**src/rtl/mesh_node_port.sv**
```systemverilog
// mesh_node_port: packetises node messages into router flits and buffers ejected flits back to the node.
module mesh_node_port #(
  parameter int PL = 32,
  parameter int CS = 2,
  parameter int DEPTH = 4,
  parameter int PW = PL - 1 - 4 * CS
) (
  input  logic          clk,
  input  logic          rst,
  input  logic [CS-1:0] node_X,
  input  logic [CS-1:0] node_Y,
  input  logic          tx_valid,
  output logic          tx_ready,
  input  logic [CS-1:0] tx_dest_X,
  input  logic [CS-1:0] tx_dest_Y,
  input  logic [PW-1:0] tx_payload,
  output logic [0:PL-1] to_router,
  input  logic          router_avail,
  input  logic [0:PL-1] from_router,
  output logic          avail_to_router,
  output logic          rx_valid,
  input  logic          rx_ready,
  output logic [CS-1:0] rx_src_X,
  output logic [CS-1:0] rx_src_Y,
  output logic [PW-1:0] rx_payload,
  output logic          misroute,
  output logic [15:0]   tx_count,
  output logic [15:0]   rx_count
);
  localparam int AW = $clog2(DEPTH);
  localparam int RW = 2 * CS + PW;
  logic [PL-2:0] tx_mem [DEPTH];
  logic [RW-1:0] rx_mem [DEPTH];
  logic [AW:0] tx_wp, tx_rp, rx_wp, rx_rp;
  logic tx_push, tx_send, rx_push, rx_pop;
  // Full when pointers differ only in the wrap bit; flags come from registered pointers only
  assign tx_ready = (tx_wp ^ tx_rp) != {1'b1, {AW{1'b0}}};
  assign avail_to_router = (rx_wp ^ rx_rp) != {1'b1, {AW{1'b0}}};
  assign rx_valid = rx_wp != rx_rp;
  assign tx_push = tx_valid && tx_ready;
  assign tx_send = (tx_wp != tx_rp) && router_avail;
  assign rx_push = from_router[0] && avail_to_router;
  assign rx_pop = rx_valid && rx_ready;
  assign to_router = tx_send ? {1'b1, tx_mem[tx_rp[AW-1:0]]} : '0;
  assign {rx_src_X, rx_src_Y, rx_payload} = rx_mem[rx_rp[AW-1:0]];
  always_ff @(posedge clk) begin
    if (tx_push) tx_mem[tx_wp[AW-1:0]] <= {tx_dest_X, tx_dest_Y, node_X, node_Y, tx_payload};
    if (rx_push) rx_mem[rx_wp[AW-1:0]] <= from_router[2*CS+1:PL-1];
  end
  always_ff @(posedge clk) begin
    if (rst) begin
      tx_wp <= '0;
      tx_rp <= '0;
      rx_wp <= '0;
      rx_rp <= '0;
      tx_count <= '0;
      rx_count <= '0;
      misroute <= 1'b0;
    end else begin
      if (tx_push) tx_wp <= tx_wp + 1'b1;
      if (tx_send) tx_rp <= tx_rp + 1'b1;
      if (tx_send) tx_count <= tx_count + 16'd1;
      if (rx_push) rx_wp <= rx_wp + 1'b1;
      if (rx_pop) rx_rp <= rx_rp + 1'b1;
      if (rx_push) rx_count <= rx_count + 16'd1;
      if (rx_push && (from_router[1:CS] != node_X || from_router[CS+1:2*CS] != node_Y)) misroute <= 1'b1;
    end
  end
endmodule

```
**config.mk**
```make
export PLATFORM = sky130hd
export DESIGN_NAME = mesh_node_port
export DESIGN_NICKNAME = d
export VERILOG_FILES = /design/src/rtl/mesh_node_port.sv
export SDC_FILE = /design/constraint.sdc
export NUM_CORES = 1
export LEC_CHECK = 0
export CORE_UTILIZATION = 40
export CTS_BUF_LIST = sky130_fd_sc_hd__clkbuf_4 sky130_fd_sc_hd__clkbuf_8 sky130_fd_sc_hd__clkbuf_16
export DETAILED_ROUTE_END_ITERATION = 10
export GPL_ROUTABILITY_DRIVEN = 0
export PLACE_DENSITY = 0.71
export SLEW_MARGIN = 20
export SYNTH_ARGS = -nofsm -noshare
export SYNTH_HDL_FRONTEND = slang
export SYNTH_SLANG_ARGS = --single-unit
```
**constraint.sdc**
```tcl
create_clock -name clk -period 1.95 [get_ports clk]
set_input_delay 0.195 -clock clk [delete_from_list [all_inputs] [get_ports clk]]
set_output_delay 0.195 -clock clk [all_outputs]
set_load 0.1 [all_outputs]
```
==> qor.txt <==
CP endpoint - to_router[21]
share of layout cells above drive strength 1 - 41.9%
Crit path depth - 5
pwr dens - 1220 nW/um^2
I/O pin total - 163
worst vdd rail ir drop - 922 uV
top cells by count, synth - edfxtp_1 (232), mux4_2 (58), dfxtp_1 (49), and2_1 (34), nor2_1 (24)
Worst Max-Slew Pin Slew - 0.638 ns
Reg2Reg Depth - 6
DP Worst Slack - -0.0492 ns
crit path max-delay cell type - mux4_2
area grow syn2layout - 40.6%
Worst path most repeated cell - buf_12
vias per inst - 5.26
FF-to-FF setup slack - 0.10 ns
LEAKAGE - 5.37 nW
Avg Cell Area, Syn - 18.1 sq um
status - complete, but fails checks
Core ar. - 27,000 sq um
clock buffer count from CTS - 30
detailed-route DRC error count - 0
remaining antenna violation count after routing - 0
top cell type's share of synthesized area - 63.2%
flops & latches, synth - 281
ant diodes - 0
final worst setup slack - -0.318 ns
cell with the most instances after synthesis - edfxtp_1
post-synthesis instance area - 11,000 sq um
CTS clk-pin slew, worst paths - 0.06 ns
Worst EP required - 1.75 ns
root buf cell - clkbuf_16
GRT Overall Usage - 16.8%
initial antenna violation count - 0
Final Max Slew Viols - 0
DP HPWL - 14.4 mm
critical path's largest stage delay - 0.54 ns
clk buf depth - 3
Crit Path Category - flop to output port
first-pass GRT wire length - 36.5 mm
YS warnings - 0
CP Data Arrival Time - 2.07 ns
final WL - 23.7 mm
max cap viols - 0
hold depth - 1
clock latency on the worst-skew pair - 0.54 ns
worst path cell trace - buf_6, buf_12, mux4_2, and2_4, buf_12
initial DRC count - 449
largest delay contributor family on the critical path - multiplexers
CTS tree - done
top cells by area, synth - edfxtp_1 (63%), mux4_2 (12%), dfxtp_1 (8.9%), and2_1 (1.9%), ha_1 (1.4%)
CP Capture Type - output port
min-delay src - tx_payload[17]
hold slack - 0.285 ns
reg-to-reg endpoint - tx_mem[3][22]
vias in the first global route - 6,605
TritonCTS Sinks - 281
Max FO, Critical Path - 5
min Tclk post-route - 2.27 ns
Worst Path Buf+Inv - 3
Die ar. - 28,200 sq um
vias after detailed routing - 6,321
largest net degree at the start of global routing - 35
initial core utilization - 40.8%
worst hold path type - input port to flop
Port Buffer Count - 162
max_slew headroom - 57.2%
Top FF cell, synth - edfxtp_1
Final nets - 917
failing checks - negative setup slack
leading area contributor after synthesis - edfxtp_1
setup violators final - 59
post-synth cell types - 43
RR Startpoint - tx_rp[1]
sequential-to-total area share from yosys stat - 72.1%
syn nets - 690
Post-Syn Instances - 610
H-tree levels - 1
Rows - 60
Detailed Routing Iterations Pass 1 - 5
Die X - 168 um
clock skew - 0.00922 ns
Final Hold Fails - 0
CP startpoint kind - flop
die height - 168 um
# hold bufs at CTS - 0
Synth async-reset ratio - 0%
number of enable flip-flop cells after synthesis - 232
Fmax achieved - 441 MHz
unrepaired setup endpoints after global routing - true
GRT Residual Overflow - 0
wire length per cell - 19.7 um
setup TNS - -11.85 ns
period utilization - 116%
cells by family after synthesis:
| group | share of synthesized area [%] |
|---|---|
| AO/OA/AOI/OAI | 3.67 |
| XOR/XNOR | 2.64 |
| adder cells (fa/ha/maj) | 1.36 |
| buffers and inverters | 1.51 |
| flip-flops | 72.1 |
| multiplexers | 12.2 |
| AND/OR/NAND/NOR | 6.49 |
final cells by class:
cell class / count / area (sq um)
fill: 2024 / 11500
sequential: 281 / 8020
multi-input combinational: 293 / 3080
timing repair buffer: 220 / 2940
clock buffer: 37 / 821
tap: 341 / 427
clock inverter: 19 / 175
inverter: 11 / 41.3
cell usage in the layout (no fill, tap or decap), types with 12 or more instances in the layout:
cell type	synthesis	layout
dfxtp_2	0	32
nand2_1	16	16
edfxtp_1	232	232
buf_4	1	66
clkdlybuf4s50_1	0	67
o31ai_1	17	15
ha_1	12	12
a21oi_1	23	23
clkbuf_16	0	31
and2_4	0	31
buf_12	0	79
xnor2_1	15	14
mux4_2	58	58
or4_1	14	14
nor2_1	24	24
power by group:
part / internal, W / switching [W] / leakage [nW]
registers: 0.00683 / 0.000144 / 2.55
clock network: 0.00338 / 0.00223 / 0.491
logic: 0.00269 / 0.00369 / 2.33
per-stage QoR:
stage / utilization (%) / total power (W) / cell area, sq um / cells
after global routing: 57.4 / 0.0196 / 15500 / 1202
after CTS: 57.1 / 0.0191 / 15400 / 1197
after detailed placement: 52.0 / 0.0129 / 14000 / 1124
after global placement: 52.0 / 0.0128 / 14000 / 1124
final: 57.4 / 0.0190 / 15500 / 1202
after floorplan: - / 0.0107 / 11100 / 610
state kept, by name, indices dropped and copies added, names as in the netlist, named ones only:
signal and cells:
misroute 1, rx_wp 3, rx_mem 108, tx_wp 3, rx_rp 3, tx_rp 3
rx_count 16, tx_mem 124, tx_count 16
timing repair:
item,in CTS,in global routing
setup endpoints to repair,80,164
resized for setup,56,13
gates cloned,7,3
buffers inserted,11,5
pin swaps,3,5
worst min-delay path by stage:
stage	endpoint	slack [ns]
5_1_grt	tx_mem[0][6]	0.29
6_report	tx_mem[1][17]	0.28
2_1_floorplan	rx_mem[0][0]	0.29
3_3_place_gp	tx_count[15]	0.46
3_5_place_dp	rx_count[1]	0.47
4_1_cts	tx_mem[1][17]	0.26
routing by layer:
| layer | vias up | routed length, um | track usage, % |
|---|---|---|---|
| met1 | 3200 | 9560 | 20.9 |
| met4 | 0 | 394 | 3.39 |
| met5 | - | 0 | 0 |
| met2 | 200 | 12000 | 29.6 |
| li1 | 2891 | - | - |
| met3 | 30 | 1750 | 4.11 |
Note: power is estimated with default switching activity, not from simulation.
